<file path="config.mk">
export PLATFORM = sky130hd
export DESIGN_NAME = dmem_responder
export DESIGN_NICKNAME = d
export VERILOG_FILES = /design/src/rtl/dmem_pkg.sv /design/src/rtl/dmem_array.sv /design/src/rtl/dmem_responder.sv
export SDC_FILE = /design/constraint.sdc
export NUM_CORES = 1
export LEC_CHECK = 0
export BUFFER_PORTS_ARGS = -buffer_cell sky130_fd_sc_hd__buf_2
export CORE_UTILIZATION = 25
export DETAILED_ROUTE_END_ITERATION = 10
export PLACE_DENSITY = 0.42
export SLEW_MARGIN = 20
export SYNTH_ARGS = -nofsm -noshare
export SYNTH_HDL_FRONTEND = slang
export SYNTH_SLANG_ARGS = --single-unit
</file>
<file path="constraint.sdc">
create_clock -name clk -period 5.1 [get_ports clk]
set_input_delay 1.53 -clock clk [delete_from_list [all_inputs] [get_ports clk]]
set_output_delay 1.53 -clock clk [all_outputs]
set_load 0.005 [all_outputs]
</file>
<file path="src/rtl/dmem_pkg.sv">
//------------------------------------------------------------------------------
// dmem_pkg
//   Shared types and default sizes for the data-memory responder slice.
//   - state_t     : responder FSM states (IDLE, WAIT, RESP)
//   - DMEM_DATA_W : default word width
//   - DMEM_ADDR_W : default address width (depth = 2**DMEM_ADDR_W)
//   - DMEM_LAT_W  : width of the latency wait counter (LATENCY range 0..7)
// Revision: 1.0  initial release
//------------------------------------------------------------------------------
`default_nettype none

package dmem_pkg;

  localparam int DMEM_DATA_W = 4;
  localparam int DMEM_ADDR_W = 4;
  localparam int DMEM_LAT_W  = 3;

  typedef enum logic [1:0] {
    IDLE = 2'd0,
    WAIT = 2'd1,
    RESP = 2'd2
  } state_t;

endpackage : dmem_pkg

`default_nettype wire

</file>
<file path="src/rtl/dmem_array.sv">
//------------------------------------------------------------------------------
// dmem_array
//   Word storage for the data-memory responder: asynchronous active-low clear
//   of every word, one synchronous write port, and two combinational read
//   ports (access and debug).
//   Optional macro DMEM_PARITY_EN: each word carries an even-parity bit that
//   is written with the data; par_flip_i inverts the stored bit for fault
//   injection, and rpar_err_o flags a parity mismatch on the access port.
//
// Ports:
//   clk         in   clock
//   reset       in   asynchronous clear, active-low
//   we_i        in   write enable
//   waddr_i     in   write address
//   wdata_i     in   write data
//   par_flip_i  in   invert stored parity on this write (DMEM_PARITY_EN only)
//   rpar_err_o  out  parity mismatch at raddr_i (DMEM_PARITY_EN only)
//   raddr_i     in   access read address
//   rdata_o     out  mem[raddr_i]
//   dbg_addr_i  in   debug read address
//   dbg_data_o  out  mem[dbg_addr_i]
// Revision: 1.0  initial release
//------------------------------------------------------------------------------
`default_nettype none

module dmem_array
  import dmem_pkg::*;
#(
  parameter int DATA_W = DMEM_DATA_W,
  parameter int ADDR_W = DMEM_ADDR_W
) (
  input  logic              clk,
  input  logic              reset,
  input  logic              we_i,
  input  logic [ADDR_W-1:0] waddr_i,
  input  logic [DATA_W-1:0] wdata_i,
`ifdef DMEM_PARITY_EN
  input  logic              par_flip_i,
  output logic              rpar_err_o,
`endif
  input  logic [ADDR_W-1:0] raddr_i,
  output logic [DATA_W-1:0] rdata_o,
  input  logic [ADDR_W-1:0] dbg_addr_i,
  output logic [DATA_W-1:0] dbg_data_o
);

  localparam int DEPTH = 1 << ADDR_W;

  logic [DATA_W-1:0] mem_q [DEPTH];

  always_ff @(posedge clk or negedge reset) begin
    if (!reset) begin
      for (int i = 0; i < DEPTH; i++) begin
        mem_q[i] <= '0;
      end
    end else if (we_i) begin
      mem_q[waddr_i] <= wdata_i;
    end
  end

  assign rdata_o    = mem_q[raddr_i];
  assign dbg_data_o = mem_q[dbg_addr_i];

`ifdef DMEM_PARITY_EN
  // Cleared parity of 0 matches all-zero data, so a freshly reset word reads clean.
  logic [DEPTH-1:0] par_q;

  always_ff @(posedge clk or negedge reset) begin
    if (!reset) begin
      par_q <= '0;
    end else if (we_i) begin
      par_q[waddr_i] <= (^wdata_i) ^ par_flip_i;
    end
  end

  assign rpar_err_o = (^mem_q[raddr_i]) != par_q[raddr_i];
`endif

endmodule : dmem_array

`default_nettype wire

</file>
<file path="src/rtl/dmem_responder.sv">
//------------------------------------------------------------------------------
// dmem_responder
//   Memory-side responder of the CPU data-memory interface. Accepts one
//   read/write request at a time over a ready/valid handshake, waits LATENCY
//   cycles, then returns a single-cycle response. A combinational debug port
//   reads any word for board-level inspection.
//   Optional macro DMEM_PARITY_EN adds per-word parity, the par_inject input
//   and parity-error reporting on reads.
//
// Parameters:
//   DATA_W   word width
//   ADDR_W   address width (depth 2**ADDR_W)
//   LATENCY  wait cycles between acceptance and response, 0..7
//
// Ports:
//   clk         in   system clock
//   reset       in   asynchronous reset, active-low
//   req_we      in   write request
//   req_re      in   read request
//   req_addr    in   request address
//   req_wdata   in   write data
//   par_inject  in   invert stored parity on a write (DMEM_PARITY_EN only)
//   req_ready   out  new request can be accepted
//   rsp_valid   out  one-cycle response strobe
//   rsp_rdata   out  read data (meaningful while rsp_valid)
//   rsp_err     out  error flag (meaningful while rsp_valid)
//   dbg_addr    in   debug read address
//   dbg_data    out  mem[dbg_addr], combinational
// Revision: 1.0  initial release
//------------------------------------------------------------------------------
`default_nettype none

module dmem_responder
  import dmem_pkg::*;
#(
  parameter int DATA_W  = DMEM_DATA_W,
  parameter int ADDR_W  = DMEM_ADDR_W,
  parameter int LATENCY = 2
) (
  input  logic              clk,
  input  logic              reset,
  input  logic              req_we,
  input  logic              req_re,
  input  logic [ADDR_W-1:0] req_addr,
  input  logic [DATA_W-1:0] req_wdata,
`ifdef DMEM_PARITY_EN
  input  logic              par_inject,
`endif
  output logic              req_ready,
  output logic              rsp_valid,
  output logic [DATA_W-1:0] rsp_rdata,
  output logic              rsp_err,
  input  logic [ADDR_W-1:0] dbg_addr,
  output logic [DATA_W-1:0] dbg_data
);

  // Counter is DMEM_LAT_W bits; LATENCY above 7 is a configuration error.
  localparam logic [DMEM_LAT_W-1:0] C_LAT = DMEM_LAT_W'(LATENCY);

  state_t                state_q, state_d;
  logic [DMEM_LAT_W-1:0] cnt_q, cnt_d;
  logic [ADDR_W-1:0]     addr_q;
  logic [DATA_W-1:0]     wdata_q;
  logic                  we_q;
  logic                  re_q;
  logic [DATA_W-1:0]     rdata_q, rdata_d;
  logic                  err_q, err_d;
`ifdef DMEM_PARITY_EN
  logic                  inj_q;
`endif

  logic                  accept;
  logic                  in_idle;
  logic                  enter_resp;
  logic [ADDR_W-1:0]     op_addr;
  logic [DATA_W-1:0]     op_wdata;
  logic                  op_we;
  logic                  op_re;
  logic                  op_conflict;
  logic                  mem_we;
  logic [DATA_W-1:0]     arr_rdata;
  logic                  par_err;

  assign in_idle = (state_q == IDLE);
  assign accept  = in_idle && (req_we || req_re);

  // The commit happens on the edge entering RESP. With LATENCY=0 that is the
  // accepting edge itself, so the live request is used while still in IDLE;
  // otherwise the captured copy is used.
  assign op_addr     = in_idle ? req_addr  : addr_q;
  assign op_wdata    = in_idle ? req_wdata : wdata_q;
  assign op_we       = in_idle ? req_we    : we_q;
  assign op_re       = in_idle ? req_re    : re_q;
  assign op_conflict = op_we && op_re;

  assign enter_resp = (state_d == RESP);
  assign mem_we     = enter_resp && op_we && !op_re;

  //--------------------------------------------------------------------------
  // Storage
  //--------------------------------------------------------------------------
`ifdef DMEM_PARITY_EN
  logic op_inj;
  assign op_inj = in_idle ? par_inject : inj_q;
`endif

  dmem_array #(
    .DATA_W (DATA_W),
    .ADDR_W (ADDR_W)
  ) u_array (
    .clk        (clk),
    .reset      (reset),
    .we_i       (mem_we),
    .waddr_i    (op_addr),
    .wdata_i    (op_wdata),
`ifdef DMEM_PARITY_EN
    .par_flip_i (op_inj),
    .rpar_err_o (par_err),
`endif
    .raddr_i    (op_addr),
    .rdata_o    (arr_rdata),
    .dbg_addr_i (dbg_addr),
    .dbg_data_o (dbg_data)
  );

`ifndef DMEM_PARITY_EN
  assign par_err = 1'b0;
`endif

  //--------------------------------------------------------------------------
  // FSM: state register
  //--------------------------------------------------------------------------
  always_ff @(posedge clk or negedge reset) begin
    if (!reset) begin
      state_q <= IDLE;
    end else begin
      state_q <= state_d;
    end
  end

  //--------------------------------------------------------------------------
  // FSM: next state
  //--------------------------------------------------------------------------
  always_comb begin
    state_d = state_q;
    case (state_q)
      IDLE: begin
        if (req_we || req_re) begin
          state_d = (C_LAT == '0) ? RESP : WAIT;
        end
      end
      WAIT: begin
        // <= also covers a zero count, which cannot occur, to avoid a stuck state.
        if (cnt_q <= DMEM_LAT_W'(1)) begin
          state_d = RESP;
        end
      end
      RESP:    state_d = IDLE;
      default: state_d = IDLE;
    endcase
  end

  //--------------------------------------------------------------------------
  // FSM: outputs
  //--------------------------------------------------------------------------
  always_comb begin
    req_ready = 1'b0;
    rsp_valid = 1'b0;
    case (state_q)
      IDLE:    req_ready = 1'b1;
      RESP:    rsp_valid = 1'b1;
      default: ;
    endcase
  end

  assign rsp_rdata = rdata_q;
  assign rsp_err   = err_q;

  //--------------------------------------------------------------------------
  // Wait counter and response data
  //--------------------------------------------------------------------------
  always_comb begin
    cnt_d = cnt_q;
    if (accept) begin
      cnt_d = C_LAT;
    end else if (state_q == WAIT) begin
      cnt_d = cnt_q - DMEM_LAT_W'(1);
    end
  end

  // Response registers are only non-zero during RESP.
  always_comb begin
    rdata_d = '0;
    err_d   = 1'b0;
    if (enter_resp) begin
      if (op_conflict) begin
        err_d = 1'b1;
      end else if (op_re) begin
        rdata_d = arr_rdata;
        err_d   = par_err;
      end
    end
  end

  always_ff @(posedge clk or negedge reset) begin
    if (!reset) begin
      cnt_q   <= '0;
      addr_q  <= '0;
      wdata_q <= '0;
      we_q    <= 1'b0;
      re_q    <= 1'b0;
      rdata_q <= '0;
      err_q   <= 1'b0;
    end else begin
      cnt_q   <= cnt_d;
      rdata_q <= rdata_d;
      err_q   <= err_d;
      if (accept) begin
        addr_q  <= req_addr;
        wdata_q <= req_wdata;
        we_q    <= req_we;
        re_q    <= req_re;
      end
    end
  end

`ifdef DMEM_PARITY_EN
  always_ff @(posedge clk or negedge reset) begin
    if (!reset) begin
      inj_q <= 1'b0;
    end else if (accept) begin
      inj_q <= par_inject;
    end
  end
`endif

endmodule : dmem_responder

`default_nettype wire

</file>
# [After elaboration in Yosys (flattened, before gate mapping)]
# Cells that the tools add are included.
[word_totals] register_bits=84 in_bits=16 output_inout_bits=11 elab_cells=68
[op_classes] n_addsub=1 magnitude_cmp=4 n_eq_ne=3 muxes=25 bitwise_logic=2 reduce_logical=9
[op_table] cell="$bwmux 64" n=1
[op_table] cell="$mux 4" n=10
[op_table] cell="$bmux 4 s4" n=2
[op_table] cell="$demux 4 s4" n=1
[op_table] cell="$ge 5x5->1 const B" n=2
[op_table] cell="$not 4->5" n=2
[op_table] cell="$mux 1" n=6
[op_table] cell="$mux 3" n=2
[op_table] cell="$logic_and 1x1->1" n=5
[op_table] cell="$lt 5x1->1 const B" n=1
[op_table] cell="$eq 2x2->1 const B" n=2
[op_table] cell="$mux 2" n=2
[op_table] cell="$pmux 2 s2" n=1
[op_table] cell="$le 3x1->1 const B" n=1
[op_table] cell="$sub 3x1->3 const B" n=1
[op_table] cell="$eq 2x1->1 const B" n=1
[op_table] cell="$logic_not 2->1" n=1
[op_table] cell="$reduce_bool 2->1" n=1
[op_table] cell="$logic_not 1->1" n=1
[op_table] cell="$logic_or 1x1->1" n=1

# [Depth between registers and ports, before layout]
[logic_depth] ltp_word=9 mapped_depth=10

# [Hierarchy]
# A second synthesis with hierarchy kept.
[unflattened] hier_cells=314 area_unflattened_um2=4468.0
[modules_own_cells] module="dmem_array" instances=1 cells_each=240 area_per_inst_um2=3509.6 seq_area_each_um2=1601.5
[modules_own_cells] module="dmem_responder" instances=1 cells_each=74 area_per_inst_um2=958.4 seq_area_each_um2=500.5

# [Least setup slack after synthesis]
# Ideal clock, no wire load.
[synth_timing] path_kind="input -> output" start="input dbg_addr[0]" end="output dbg_data[2]" t_arrival_ns=3.240 t_required_ns=3.570 path_slack_ns=0.330 path_stages=4 path_buffers=2 cell_sequence="clkbuf_1 -> buf_2 -> mux4_2 -> mux4_2"
[synth_between] elab_chain_cells=4
[synth_rtl] item="from (decl)" line_no="dmem_responder.sv:53" text="input logic [ADDR_W-1:0] dbg_addr,"
[synth_rtl] item="$not 4->5 (implied by the code)" line_no="dmem_array.sv:62" text="assign dbg_data_o = mem_q[dbg_addr_i];"
[synth_rtl] item="$bmux 4 s4" line_no="dmem_array.sv:62"
[synth_rtl] item="$mux 4 (implied by the code) (2 in a row)" line_no="dmem_array.sv:62"
[synth_rtl] item="to (decl)" line_no="dmem_responder.sv:54" text="output logic [DATA_W-1:0] dbg_data"
# No other way between the ends. The select of a mux whose other input is x is not followed.

# [Worst setup path in the final report]
[layout_timing] start="input dbg_addr[0]" end="output dbg_data[3]"
# Same word-level chain as after synthesis.

==> metrics list <==
- Among all stages on the critical path, the largest delay is contributed by sky130_fd_sc_hd__mux4_2.
- Peak Freq: 0.210 GHz
- The analysis attributes to cell leakage a power of 2.32 nW.
- Yosys printed 0 warnings.
- In the final design database the tool counted 438 nets.
- Die height: 139 um
* Area share of xor/xnor cells in the synthesized design: 0.188%
- Crit path cell chain: buf_2 > mux4_2 > mux4_2 > buf_2
* Average via count per standard cell: 5.03
* Clock share of power: 18.7%
- Class of the most critical hold timing path: reg -> reg
* Leading cell types in the layout, fill and taps excluded: sky130_fd_sc_hd__dfrtp_1, sky130_fd_sc_hd__nand2_1, sky130_fd_sc_hd__mux2_2
- Placed wire-length estimate: 9.19 mm
- The number of max-slew violations in the final report was 0.
- Of the post-synthesis cell area, the part taken by muxes is 29.2%.
* Cell variety after synth: 49
- For this run, the number of standard cells in the final layout without fillers is 653.
* Part of the Yosys area used for sequential elements: 45.0%
* Sequential group share of total power: 38.0%
- Before antenna repair, the detailed router went through 4 iterations.
- The library cell used most frequently in the layout, excluding fill and tap cells, is sky130_fd_sc_hd__dfrtp_1.
- Total grt overflow: 0
* CTS tree: done
* Crit start category: input port
- Summing the areas of all compound-gate instances in the mapped netlist gives 5.63% of the synthesized area.
* Internal power component: 1.88 mW
- Share of layout cells above drive strength 1: 34.4%
- Global-route usage over all layers: 14.1%
- Leading register cell type out of synthesis: sky130_fd_sc_hd__dfrtp_1
- Number of ports placed on the die boundary: 27
- Summing the areas of all and, or, nand and nor instances in the mapped netlist gives 15.8% of the synthesized area.
- Area growth from synthesis to layout: 12.1%
- Entering global routing, the biggest net connects 53 pins.
- Cts bufs inserted: 9
- The congestion estimate from routability-driven global placement came to 0.786.
* Logic pwr share: 43.3%
- Port buffering added 26 buffers.
- Type of the setup path with the least slack: in -> out
- Timing analysis after detailed placement gives a worst setup slack of 0.299 ns.
- In this run, synthesis inferred 0 flip-flops with an integrated enable.
- The routed design has 12.6 mm of wire.
* Post-route antenna net violation count: 0
- In the routed design, unresolved DRC markers number 0.
* Worst endpoint required time: 3.57 ns
- Maximum capacitance violations: 0
- Crit path capture type: primary output
* Setup repair after global routing missed its margin: false
* Insertion delay to the later sink of the worst-skew pair: 0.35 ns
- The run finished with clean final reports.
- Die area: 0.0192 mm^2
* Initial Utilization: 25.7%
- The layout has 1820 filler cells.
* Routed wirelength normalized by instance count: 19.3 um
* Detailed router's first-iteration violation count: 246
- Once the clock tree was built, the resizer swapped 0 gates to a different size.
- Final worst setup slack: 0.345 ns
- The first global-routing pass estimated 20.3 mm of wire.
* Number of buffers added to fix hold violations after cts: 0
- The tree built by TritonCTS fans out to 84 sinks.
- Total Power: 3.24 mW
- At the pin with the least slew margin, the transition time is 0.937 ns.
* Antenna violations before repair: 0
* Combinational family with the most area after synthesis: multiplexers
* Power per Cell Area: 619 mW/mm^2
- Once the clock tree was built, the setup fixing pass inserted 0 buffers.
- Measured on the finished design, the core utilization comes to 28.9%.
- The number of nets in the synthesized netlist is 425.
- Total core area: 0.0181 mm^2
* Maximum level of the CTS H-tree: 3
- Width of the die: 139 um
* Hold Vio Cnt, Final: 0
- The repair_antennas step left the layout with diodes totalling 0.
* Sw Share: 42.2%
- Period utilization: 93.2%
- Clock-pin slew was measured on the worst setup and hold paths at 0.06 ns.
- Gate count of the mapped netlist: 407
- Of the total synthesized cell area, the portion taken by full adders, half adders and majority gates is 0.536%.
* Maximum cell stage delay along the critical path: 0.58 ns
- Post-synthesis average cell area: 11.5 um^2
- Mapped Area: 0.00467 mm^2
- VDD IR-drop max: 0.182 mV
- Number of global-route vias before repair: 3357
* Net switching power: 1.37 mW
- The longest clock path from root to sink contains 2 buffers.
- Setup violations remaining at the end of the flow were counted as 0.
- Clock Skews: 0.00827 ns
- Total placed cells including tap cells: 638
- The worst path in the final design needs a cycle of 4.75 ns, including I/O delays and setup.
- Crit Path Max Fanout: 16
- Of all flip-flops after synthesis, the portion carrying an async set or reset was 100%.
* Crit path arrival time: 3.22 ns
* Number of storage elements in the synthesis netlist: 84
- Clock tree synthesis selected as its root buffer the cell sky130_fd_sc_hd__clkbuf_16.
- Fin Setup TNS: 0 ns
- Headroom to the max-slew limit: 36.2%
- Count of standard-cell rows: 49
- Detailed routing inserted a total of 3285 vias.
-- worst paths after layout --
check	slack [ns]	from	cells past startpoint	end
worst min register to register	0.51	wdata_q[0]$_DFFE_PN0P_	1	wdata_q[0]$_DFFE_PN0P_
max in group asynchronous	2.99	reset	2	u_array.mem_q[17]$_DFFE_PN0P_
min in group asynchronous	1.23	reset	1	wdata_q[0]$_DFFE_PN0P_
worst max-delay path	0.35	dbg_addr[0]	4	dbg_data[3]
worst max register to register	1.80	state_q[0]$_DFF_PN0_	5	u_array.mem_q[29]$_DFFE_PN0P_
worst min-delay path	0.51	wdata_q[0]$_DFFE_PN0P_	1	wdata_q[0]$_DFFE_PN0P_
-- metrics by stage --
step | cell area [um^2] | hold slack (ns)
floorplan | 4670 | 0.472
global placement | 4970 | 0.488
detailed placement | 4970 | 0.501
CTS | 5240 | 0.515
global route | 5240 | 0.536
finish | 5240 | 0.513
-- routing by layer --
layer | vias up | global-route usage, % | part of all wire [%]
met5 | - | 0 | 0
met4 | 0 | 8.25 | 3.4
met3 | 24 | 2.45 | 3.4
met2 | 70 | 22.3 | 48
met1 | 1688 | 18.1 | 45
li1 | 1503 | - | -
-- sequential cells by signal (all words and copies together), names as in the netlist --
register and count:
addr_q 4, cnt_q 3, re_q 1, rsp_err 1, rsp_rdata 4, state_q 2
u_array.mem_q 64, wdata_q 4, we_q 1
-- power groups by stage --
stage	combinational [mW]	sequential, mW	clock, mW
2_1_floorplan	1.15	1.09	0
3_3_place_gp	1.38	1.24	0
3_5_place_dp	1.41	1.23	0
4_1_cts	1.42	1.22	0.618
5_1_grt	1.55	1.27	0.649
6_report	1.40	1.23	0.606
-- area by class of cell --
| type | instances | area [um^2] | area share, % |
|---|---|---|---|
| Timing Repair Buffer | 28 | 148 | 2.82 |
| Sequential cell | 84 | 2100 | 40.1 |
| Inverter | 9 | 33.8 | 0.645 |
| Tap cell | 229 | 287 | 5.47 |
| Clock buffer | 11 | 243 | 4.64 |
| Multi-Input combinational cell | 288 | 2400 | 45.8 |
| Clock inverter | 4 | 26.3 | 0.502 |
-- critical path, delay by kind of cell --
family	cells	cell delay, ns
multiplexers	2	1.10
buffers and inverters	2	0.58
-- cells in the mapped netlist, types with 3 or more instances --
library cell / count / area share [%]
sky130_fd_sc_hd__a211oi_1: 4 / 0.64
sky130_fd_sc_hd__a21oi_1: 7 / 0.75
sky130_fd_sc_hd__a31o_2: 3 / 0.56
sky130_fd_sc_hd__a31oi_1: 9 / 1.2
sky130_fd_sc_hd__buf_2: 7 / 0.75
sky130_fd_sc_hd__buf_6: 4 / 0.96
sky130_fd_sc_hd__clkbuf_1: 14 / 1.1
sky130_fd_sc_hd__dfrtp_1: 84 / 45
sky130_fd_sc_hd__inv_1: 9 / 0.72
sky130_fd_sc_hd__mux2_1: 8 / 1.9
sky130_fd_sc_hd__mux2_2: 60 / 14
sky130_fd_sc_hd__mux2_4: 6 / 1.9
sky130_fd_sc_hd__mux4_2: 20 / 9.6
sky130_fd_sc_hd__nand2_1: 66 / 5.3
sky130_fd_sc_hd__nand2b_2: 3 / 0.56
sky130_fd_sc_hd__nand3_1: 21 / 2.3
sky130_fd_sc_hd__nand4_1: 8 / 1.1
sky130_fd_sc_hd__nor2_1: 17 / 1.4
sky130_fd_sc_hd__nor2_2: 3 / 0.40
sky130_fd_sc_hd__nor3_1: 4 / 0.43
sky130_fd_sc_hd__nor4_1: 4 / 0.54
sky130_fd_sc_hd__nor4b_1: 4 / 0.75
sky130_fd_sc_hd__o21ai_0: 9 / 0.96
-- logic make-up after synthesis --
| group | Yosys count |
|---|---|
| buf+inv | 35 |
| mux | 98 |
| xor+xnor | 1 |
| fa+ha+maj | 2 |
| compound gates | 41 |
| flops | 84 |
| simple gates | 146 |
Note: power is estimated with default switching activity, not from simulation.
